### src/rtl/dct_transpose8x8.sv
`default_nettype none
// ============================================================================
// Module      : dct_transpose8x8
// Description : Ping-pong 8x8 transpose buffer sitting between the row and
//               column passes of a 2-D DCT. Rows are written into one bank
//               while columns of the previously completed block are read out
//               of the other bank, so the block runs at one row in and one
//               column out per cycle in steady state. Data is passed through
//               bit-exact.
//
// Ports       : clk       - single clock, all state changes on rising edge
//               rst       - synchronous active-high reset
//               in_valid  - row valid from the upstream row DCT
//               in_ready  - block can accept a row
//               in_data   - one row, lane k at [DATA_W*k +: DATA_W]
//               out_valid - a column is presented downstream
//               out_ready - downstream accepts the column
//               out_data  - one column, same lane packing as in_data
//               out_last  - high while column 7 of a block is presented
//
// Revision    : 1.0 - initial release
// ============================================================================
module dct_transpose8x8 #(
    parameter int DATA_W = 16
) (
    input  logic                clk,
    input  logic                rst,
    input  logic                in_valid,
    output logic                in_ready,
    input  logic [8*DATA_W-1:0] in_data,
    output logic                out_valid,
    input  logic                out_ready,
    output logic [8*DATA_W-1:0] out_data,
    output logic                out_last
);

    localparam logic [2:0] c_LAST_IDX = 3'd7;

    // Two 8x8 banks, indexed [bank][row][column]. Deliberately not reset:
    // the full flags alone decide whether a bank's contents are meaningful.
    logic [DATA_W-1:0] r_mem [2][8][8];

    logic       r_wb;        // bank currently being written
    logic       r_rb;        // bank currently being read
    logic [2:0] r_wr_cnt;    // next row to write
    logic [2:0] r_rd_cnt;    // column currently presented
    logic [1:0] r_full;      // per-bank full flag

    logic       w_wr_fire;
    logic       w_rd_fire;
    logic [1:0] w_full_nxt;

    // The write bank can only be full when both banks hold complete blocks,
    // so this deasserts exactly when the buffer has no free space.
    assign in_ready  = ~r_full[r_wb];
    assign out_valid = r_full[r_rb];
    assign out_last  = r_full[r_rb] && (r_rd_cnt == c_LAST_IDX);

    assign w_wr_fire = in_valid  && in_ready;
    assign w_rd_fire = out_valid && out_ready;

    // A write-side set and a read-side clear always target different banks
    // (writes only into an empty bank, reads only from a full one), so both
    // updates can be applied to the same next-state vector.
    always_comb begin
        w_full_nxt = r_full;
        if (w_rd_fire && (r_rd_cnt == c_LAST_IDX)) begin
            w_full_nxt[r_rb] = 1'b0;
        end
        if (w_wr_fire && (r_wr_cnt == c_LAST_IDX)) begin
            w_full_nxt[r_wb] = 1'b1;
        end
    end

    always_ff @(posedge clk) begin
        if (rst) begin
            r_wb     <= 1'b0;
            r_rb     <= 1'b0;
            r_wr_cnt <= 3'd0;
            r_rd_cnt <= 3'd0;
            r_full   <= 2'b00;
        end else begin
            r_full <= w_full_nxt;
            if (w_wr_fire) begin
                r_wr_cnt <= r_wr_cnt + 3'd1;     // wraps 7 -> 0
                if (r_wr_cnt == c_LAST_IDX) begin
                    r_wb <= ~r_wb;
                end
            end
            if (w_rd_fire) begin
                r_rd_cnt <= r_rd_cnt + 3'd1;     // wraps 7 -> 0
                if (r_rd_cnt == c_LAST_IDX) begin
                    r_rb <= ~r_rb;
                end
            end
        end
    end

    // Row write: lane k of the incoming row lands in column k.
    always_ff @(posedge clk) begin
        if (w_wr_fire) begin
            for (int k = 0; k < 8; k++) begin
                r_mem[r_wb][r_wr_cnt][k] <= in_data[DATA_W*k +: DATA_W];
            end
        end
    end

    // Column read: lane k of the output is row k of the current column.
    for (genvar k = 0; k < 8; k++) begin : g_lane
        assign out_data[DATA_W*k +: DATA_W] =
            r_full[r_rb] ? r_mem[r_rb][k][r_rd_cnt] : {DATA_W{1'b0}};
    end

endmodule
`default_nettype wire

### config.mk
export PLATFORM = sky130hd
export DESIGN_NAME = dct_transpose8x8
export DESIGN_NICKNAME = d
export VERILOG_FILES = /design/src/rtl/dct_transpose8x8.sv
export SDC_FILE = /design/constraint.sdc
export NUM_CORES = 2
export LEC_CHECK = 0
export BUFFER_PORTS_ARGS = -buffer_cell sky130_fd_sc_hd__buf_2
export CORE_ASPECT_RATIO = 0.7
export CORE_MARGIN = 1.5
export CORE_UTILIZATION = 55
export CTS_CLUSTER_SIZE = 12
export DETAILED_ROUTE_END_ITERATION = 6
export PLACE_DENSITY = 0.69
export SYNTH_ARGS = -nofsm -noshare
export SYNTH_HDL_FRONTEND = slang
export SYNTH_SLANG_ARGS = --single-unit
### constraint.sdc
create_clock -name clk -period 11.83 [get_ports clk]
set_clock_uncertainty 0.15 [all_clocks]
set_input_delay 1.183 -clock clk [delete_from_list [all_inputs] [get_ports clk]]
set_output_delay 1.183 -clock clk [all_outputs]
set_load 0.02 [all_outputs]
# ---- Word-level counts from Yosys, hierarchy flattened
# Memory sizes are Yosys's and may differ from the RTL's. A register that Yosys moved wholly into a read port is not among the register bits.
# Index checks and enable logic that the tools add are counted.
dict set report op_classes {
  addsub 2
  magnitude_cmp 7
  eq_ne 2
  muxes 7237
  bitwise 7176
  reduce_logical 10
}
# cell count
set op_table {}
lappend op_table {{$mux W1024} 8}
lappend op_table {{$mux W1} 7177}
lappend op_table {{$or A1 B1 Y1} 7168}
lappend op_table {{$demux W128 S3} 8}
lappend op_table {{$mux W16} 25}
lappend op_table {{$bmux W16 S3} 8}
lappend op_table {{$mux W128} 1}
lappend op_table {{$mux W112} 1}
lappend op_table {{$mux W96} 1}
lappend op_table {{$mux W80} 1}
lappend op_table {{$mux W64} 1}
lappend op_table {{$mux W48} 1}
lappend op_table {{$mux W32} 1}
lappend op_table {{$ge A4 B4 Y1 const B} 2}
lappend op_table {{$logic_and A1 B1 Y1} 8}
lappend op_table {{$not A3 Y4} 2}
lappend op_table {{$add A3 B1 Y3 const B} 2}
lappend op_table {{$eq A3 B3 Y1 const B} 2}
lappend op_table {{$lt A1 B2 Y1 const B} 2}
lappend op_table {{$lt A4 B1 Y1 const B} 1}
lappend op_table {{$mux W2} 2}
lappend op_table {{$reduce_and A2 Y1} 2}
lappend op_table {{$not A1 Y1} 3}
lappend op_table {{$and A2 B2 Y2} 1}
lappend op_table {{4 further kinds} 6}
dict set report word_totals {
  reg_bits 10
  ram_bits 2048
  output_inout_bits 131
  memories 1
}
# name depth width read_ports rd_clocked_by_memory_dff wr line_no
set memory_table {}
lappend memory_table {r_mem 2 1024 1 1 1 41} ;# logic [DATA_W-1:0] r_mem [2][8][8];

# ---- Depth between registers and ports, before layout
dict set report depth {
  word_depth 13
  ltp_mapped 7
  depth_no_buf 5
}

# ---- Least setup slack after synthesis
# Ideal clock, no wire load.
dict set report synth_timing {
  path_kind {input port to flip-flop}
  start {in in_valid}
  end {mem r_mem[0][128] (netlist name), enable pin}
  setup_ns 0.631
  t_arrival_ns 7.854
  t_required_ns 11.049
  setup_slack_ns 3.195
  path_stages 6
  path_buffers 3
  cell_sequence {buf_2 inv_2 nor4b_4 buf_2 buf_4 nor2b_1}
}
dict set report synth_between {
  elab_chain_len 10
}
# element line_no
set synth_rtl {}
lappend synth_rtl {{start: declaration} 28} ;# input logic in_valid,
lappend synth_rtl {{$logic_and A1 B1 Y1 (*)} 59} ;# assign w_wr_fire = in_valid && in_ready;
lappend synth_rtl {{$mux W1 (*)} 101} ;# if (w_wr_fire) begin
lappend synth_rtl {{$mux W1024 (not written as such)} 103} ;# r_mem[r_wb][r_wr_cnt][k] <= in_data[DATA_W*k +: DATA_W];
lappend synth_rtl {{$or A1 B1 Y1 (no source line) (6 in a row)} n/a}
lappend synth_rtl {{$or A1 B1 Y1 (no source line) (*)} n/a}
lappend synth_rtl {{end: declaration} 41}
# Every way passes the cells marked *; elsewhere a longest branch is shown, timed or not.

# ---- Worst setup path after layout
dict set report layout_timing {
  start {reg r_rb}
  end {out out_data[24]}
}
dict set report layout_between {
  elab_chain_len 3
}
# element line_no
set layout_rtl {}
lappend layout_rtl {{start: declaration} 44} ;# logic r_rb;
lappend layout_rtl {{start signal: assignment} 93} ;# r_rb <= ~r_rb;
lappend layout_rtl {{$mux W1 (not written as such) (2 in a row)} 111} ;# r_full[r_rb] ? r_mem[r_rb][k][r_rd_cnt] : {DATA_W{1'b0}};
lappend layout_rtl {{$mux W16} 111}
lappend layout_rtl {{end: declaration} 33} ;# output logic [8*DATA_W-1:0] out_data,
# Every way passes these cells. The select of a mux whose other input is x is not followed.

==> results.rst <==
.. list-table::
   :header-rows: 1

   * - Metric
     - Value
   * - Most common library cell in the layout ignoring fill and taps
     - sky130_fd_sc_hd__edfxtp_1
   * - CP required
     - between 10 and 15 ns
   * - Routed vias/inst
     - 6.970
   * - Cell class contributing the biggest share of worst-path delay
     - buffers and inverters
   * - Number of nets at the end of the flow
     - 4699
   * - Top-Level Pins
     - 263
   * - Latest clock arrival within the worst-skew pair
     - about 0.84 ns
   * - CP max stage cell
     - sky130_fd_sc_hd__buf_4
   * - Fin. Hold Viols
     - 0
   * - R2r worst-path depth
     - 7
   * - Overall overflow remaining after global route
     - 0
   * - Number of global-route vias before repair
     - 45715
   * - Maximum level of the CTS H-tree
     - 4
   * - Met3 global-route usage
     - 8.395%
   * - Final Setup Violations
     - 0
   * - Post-Synthesis Cell Area
     - around 0.09 sq mm
   * - Buffers from clock root to sink, at most
     - 3
   * - Bufs and invs on worst path
     - 4
   * - Achievable clock frequency
     - 148.9 MHz
   * - Critical path class
     - flop to output port
   * - CTS root buf
     - sky130_fd_sc_hd__clkbuf_16
   * - Start of the worst register-to-register path
     - r_wb
   * - Ratio of cells with drive above 1 in the final layout
     - 34.27%
   * - Count of input and output buffers
     - 262
   * - Post-Layout Cell Count
     - 6780
   * - Logic depth of the worst setup path including buffers
     - 7
   * - CTS clk-pin slew, worst paths
     - roughly 0.06 ns
   * - Starting density of the core
     - 55.50%
   * - Global-route wire length before repair
     - 356.6 mm
   * - Number of vias after detailed routing
     - about 47000
   * - Worst voltage drop across the vdd grid
     - 0.1658 mV
   * - Sequential area share after synthesis
     - 70.18%
   * - Routing usage on met2
     - a little under half
   * - Relative slew margins
     - between 10% and 20%
   * - GRT busiest layer
     - met2
   * - Floorplan die height
     - 337.5 microns
   * - Total setup buffers inserted after CTS
     - 0
   * - Total of hold buffers inserted after clock tree synthesis
     - 0
   * - Site row count
     - 122
   * - Synth Net Count
     - ~4500
   * - CTS tree
     - built
   * - Fin crit period
     - 6.717 ns
   * - Placed Cells
     - 6473
   * - Cells along the critical path
     - mux2i_1 > inv_1 > nand2_4 > buf_4 > buf_4 > o22ai_1 > buf_2
   * - TritonCTS buffer count
     - 196
   * - Share of the clock period used by the worst path
     - 56.78%
   * - RePlAce Congestion
     - 0.8072
   * - HPWL reported at the end of detailed placement
     - 146.9 mm
   * - Post-detailed-route wirelength per cell
     - between 30 and 40 microns
   * - Antenna violation net count after detailed routing
     - 0
   * - CP max FO
     - 46
   * - Crit path to
     - out_data[24]
   * - Post-placement setup slack
     - 6.034 ns
   * - Total wirelength of the detailed-routed design
     - around 260 mm
   * - Setup slack of the worst register-to-register path
     - 6.70 ns
   * - Layout-stage area growth over the synthesis result
     - 10.05%
   * - Cells after synthesis
     - roughly 4400
   * - Number of warnings issued by yosys
     - 0
   * - Slew at the pin with the worst max-slew slack
     - around 1.2 ns
   * - 1st-pass router iterations
     - 7
   * - Most prevalent standard cell on the critical path
     - sky130_fd_sc_hd__buf_4
   * - Critical path arrival
     - 5.38 ns
   * - Worst setup path start
     - r_rb
   * - Overall die width
     - 480.9 microns
   * - Number of antenna violations at the first check in global routing
     - 44
   * - Full die area
     - 0.1623 sq mm
   * - Max-cap check violation count
     - 0
   * - Core outline area
     - 0.1584 sq mm
   * - Result of the run
     - completed
   * - CP startpoint kind
     - flop
   * - Grt met1 use
     - between 40% and 50%
   * - Reg-to-Reg End
     - r_mem[0][596]
   * - Total negative setup slack
     - 0 ns
   * - Largest net degree at the start of global routing
     - 148
   * - Unrepaired setup endpoints after global routing
     - no
   * - Post-CTS sizing
     - 0
   * - Global-route usage over all layers
     - a little under a third
   * - Commonest cells after routing, fill and taps aside
     - sky130_fd_sc_hd__edfxtp_1, sky130_fd_sc_hd__mux4_2, sky130_fd_sc_hd__mux2_2, sky130_fd_sc_hd__a21o_1, sky130_fd_sc_hd__buf_2
   * - Setup slack after layout
     - 5.113 ns
   * - Clk sink count
     - ~2000
   * - Syn avg cell area
     - 20.18 sq um
   * - Crit. End Element
     - output port
   * - Static leakage
     - around 31 nW
   * - Register bit count reported by yosys
     - just over 2000
   * - Synth cell types
     - 33
   * - Kind of path behind the tightest hold check
     - flop to flop
   * - CP max stage delay
     - roughly 0.96 ns
   * - Power per unit of standard cell area
     - roughly 150 mW/mm^2
   * - Number of max-slew violations in the final report
     - 0
   * - 1st-iter DRT viols
     - 7279
   * - # DRC
     - 0
==> registers in the layout (all words and copies together), names as in the netlist, named ones only <==
signal and count:
r_full 2, r_mem 2048, r_rb 1, r_rd_cnt 3, r_wb 1, r_wr_cnt 3
==> worst register-to-register path, delay by kind of cell (launching register included) <==
kind,cells,cell delay [ns]
DFF,1,0.35
buffers and inverters,4,2.72
and+or+nand+nor,2,1.06
muxes,1,0.40
==> cell usage after synthesis <==
cell / number / area, sq um
sky130_fd_sc_hd__nor4b_4: 4 / 95.09
sky130_fd_sc_hd__mux2_2: 448 / 5045
sky130_fd_sc_hd__nand3_1: 4 / 20.02
sky130_fd_sc_hd__or3_1: 2 / 12.51
sky130_fd_sc_hd__edfxtp_1: 2048 / 61500
sky130_fd_sc_hd__a31o_2: 1 / 8.760
sky130_fd_sc_hd__inv_1: 21 / 78.83
sky130_fd_sc_hd__inv_2: 2 / 7.510
sky130_fd_sc_hd__dfxtp_1: 11 / 220.2
sky130_fd_sc_hd__mux2i_1: 257 / 2572
sky130_fd_sc_hd__nand2b_1: 1 / 6.260
sky130_fd_sc_hd__ha_1: 4 / 50.05
sky130_fd_sc_hd__and4_1: 4 / 35.03
sky130_fd_sc_hd__nor2b_1: 10 / 62.56
sky130_fd_sc_hd__nor2_1: 2 / 7.510
sky130_fd_sc_hd__clkbuf_1: 142 / 533.0
sky130_fd_sc_hd__a41oi_1: 41 / 359.1
sky130_fd_sc_hd__a21o_1: 448 / 3363
sky130_fd_sc_hd__buf_2: 132 / 660.6
sky130_fd_sc_hd__nand4b_1: 1 / 8.760
sky130_fd_sc_hd__a41oi_2: 23 / 374.1
sky130_fd_sc_hd__a21oi_1: 11 / 55.05
sky130_fd_sc_hd__o22ai_1: 128 / 800.8
sky130_fd_sc_hd__o21ai_0: 6 / 30.03
sky130_fd_sc_hd__nand4_1: 1 / 6.260
sky130_fd_sc_hd__o31ai_1: 2 / 15.01
sky130_fd_sc_hd__nand2_1: 2 / 7.510
sky130_fd_sc_hd__mux2_4: 1 / 15.01
sky130_fd_sc_hd__buf_4: 27 / 202.7
sky130_fd_sc_hd__buf_1: 51 / 191.4
sky130_fd_sc_hd__or4_1: 1 / 7.510
sky130_fd_sc_hd__mux4_2: 512 / 11530
sky130_fd_sc_hd__and2_1: 9 / 56.30
==> area by class of cell <==
cell class                      count  area (sq um)
Tap cell                         2108          2638
Fill cell                       11187         61680
Sequential cell                  2059         61730
Timing Repair Buffer              360          2112
Multi-Input combinational cell   1923         24670
Inverter                           23         87.58
Clock inverter                     24         183.9
Clock buffer                      259          5290
Antenna cell                       24         60.06
==> power by group <==
part | internal [mW] | total [mW] | switching [mW]
sequential | 8.13 | 8.16 | 0.0221
clock | 3.09 | 5.69 | 2.61
combinational | 0.230 | 0.725 | 0.495
total | 11.4 | 14.6 | 3.12
==> per-layer routing <==
layer  wire [microns]  up-vias
met1            99120    25204
met5               41        -
met2           118100     2978
li1                 -    18678
met3            31520      390
met4             8487        6
==> cells by family (layout without fill, tap and decap cells) <==
logic type | Yosys count | after routing | synth area share (%)
buf+inv | 375 | 666 | 1.904
mux | 1218 | 1218 | 21.79
fa+ha+maj | 4 | 4 | 0.05692
simple gates | 41 | 41 | 0.3699
flops | 2059 | 2059 | 70.18
other cells | 0 | 24 | 0
compound gates | 660 | 660 | 5.693
==> through the flow <==
step | util, % | power [mW] | hold slack, ns | area [sq um]
after floorplan | - | 8.683 | 0.3203 | 87940
after global placement | 57.58 | 8.996 | 0.3487 | 91240
after detailed placement | 57.58 | 9.018 | 0.3729 | 91240
after CTS | 61.04 | 14.60 | 0.3830 | 96710
after global routing | 61.05 | 14.90 | 0.4028 | 96720
final | 61.08 | 14.57 | 0.3908 | 96770
==> worst min path at each step <==
stage | from | endpoint | depth (start not counted)
global placement | r_full[0] | r_full[0] | 2
global route | r_full[0] | r_full[0] | 2
detailed placement | r_full[0] | r_full[0] | 2
floorplan | r_full[0] | r_full[0] | 2
CTS | r_full[0] | r_full[0] | 2
finish | r_full[0] | r_full[0] | 2
Note: power is estimated with default switching activity, not from simulation.
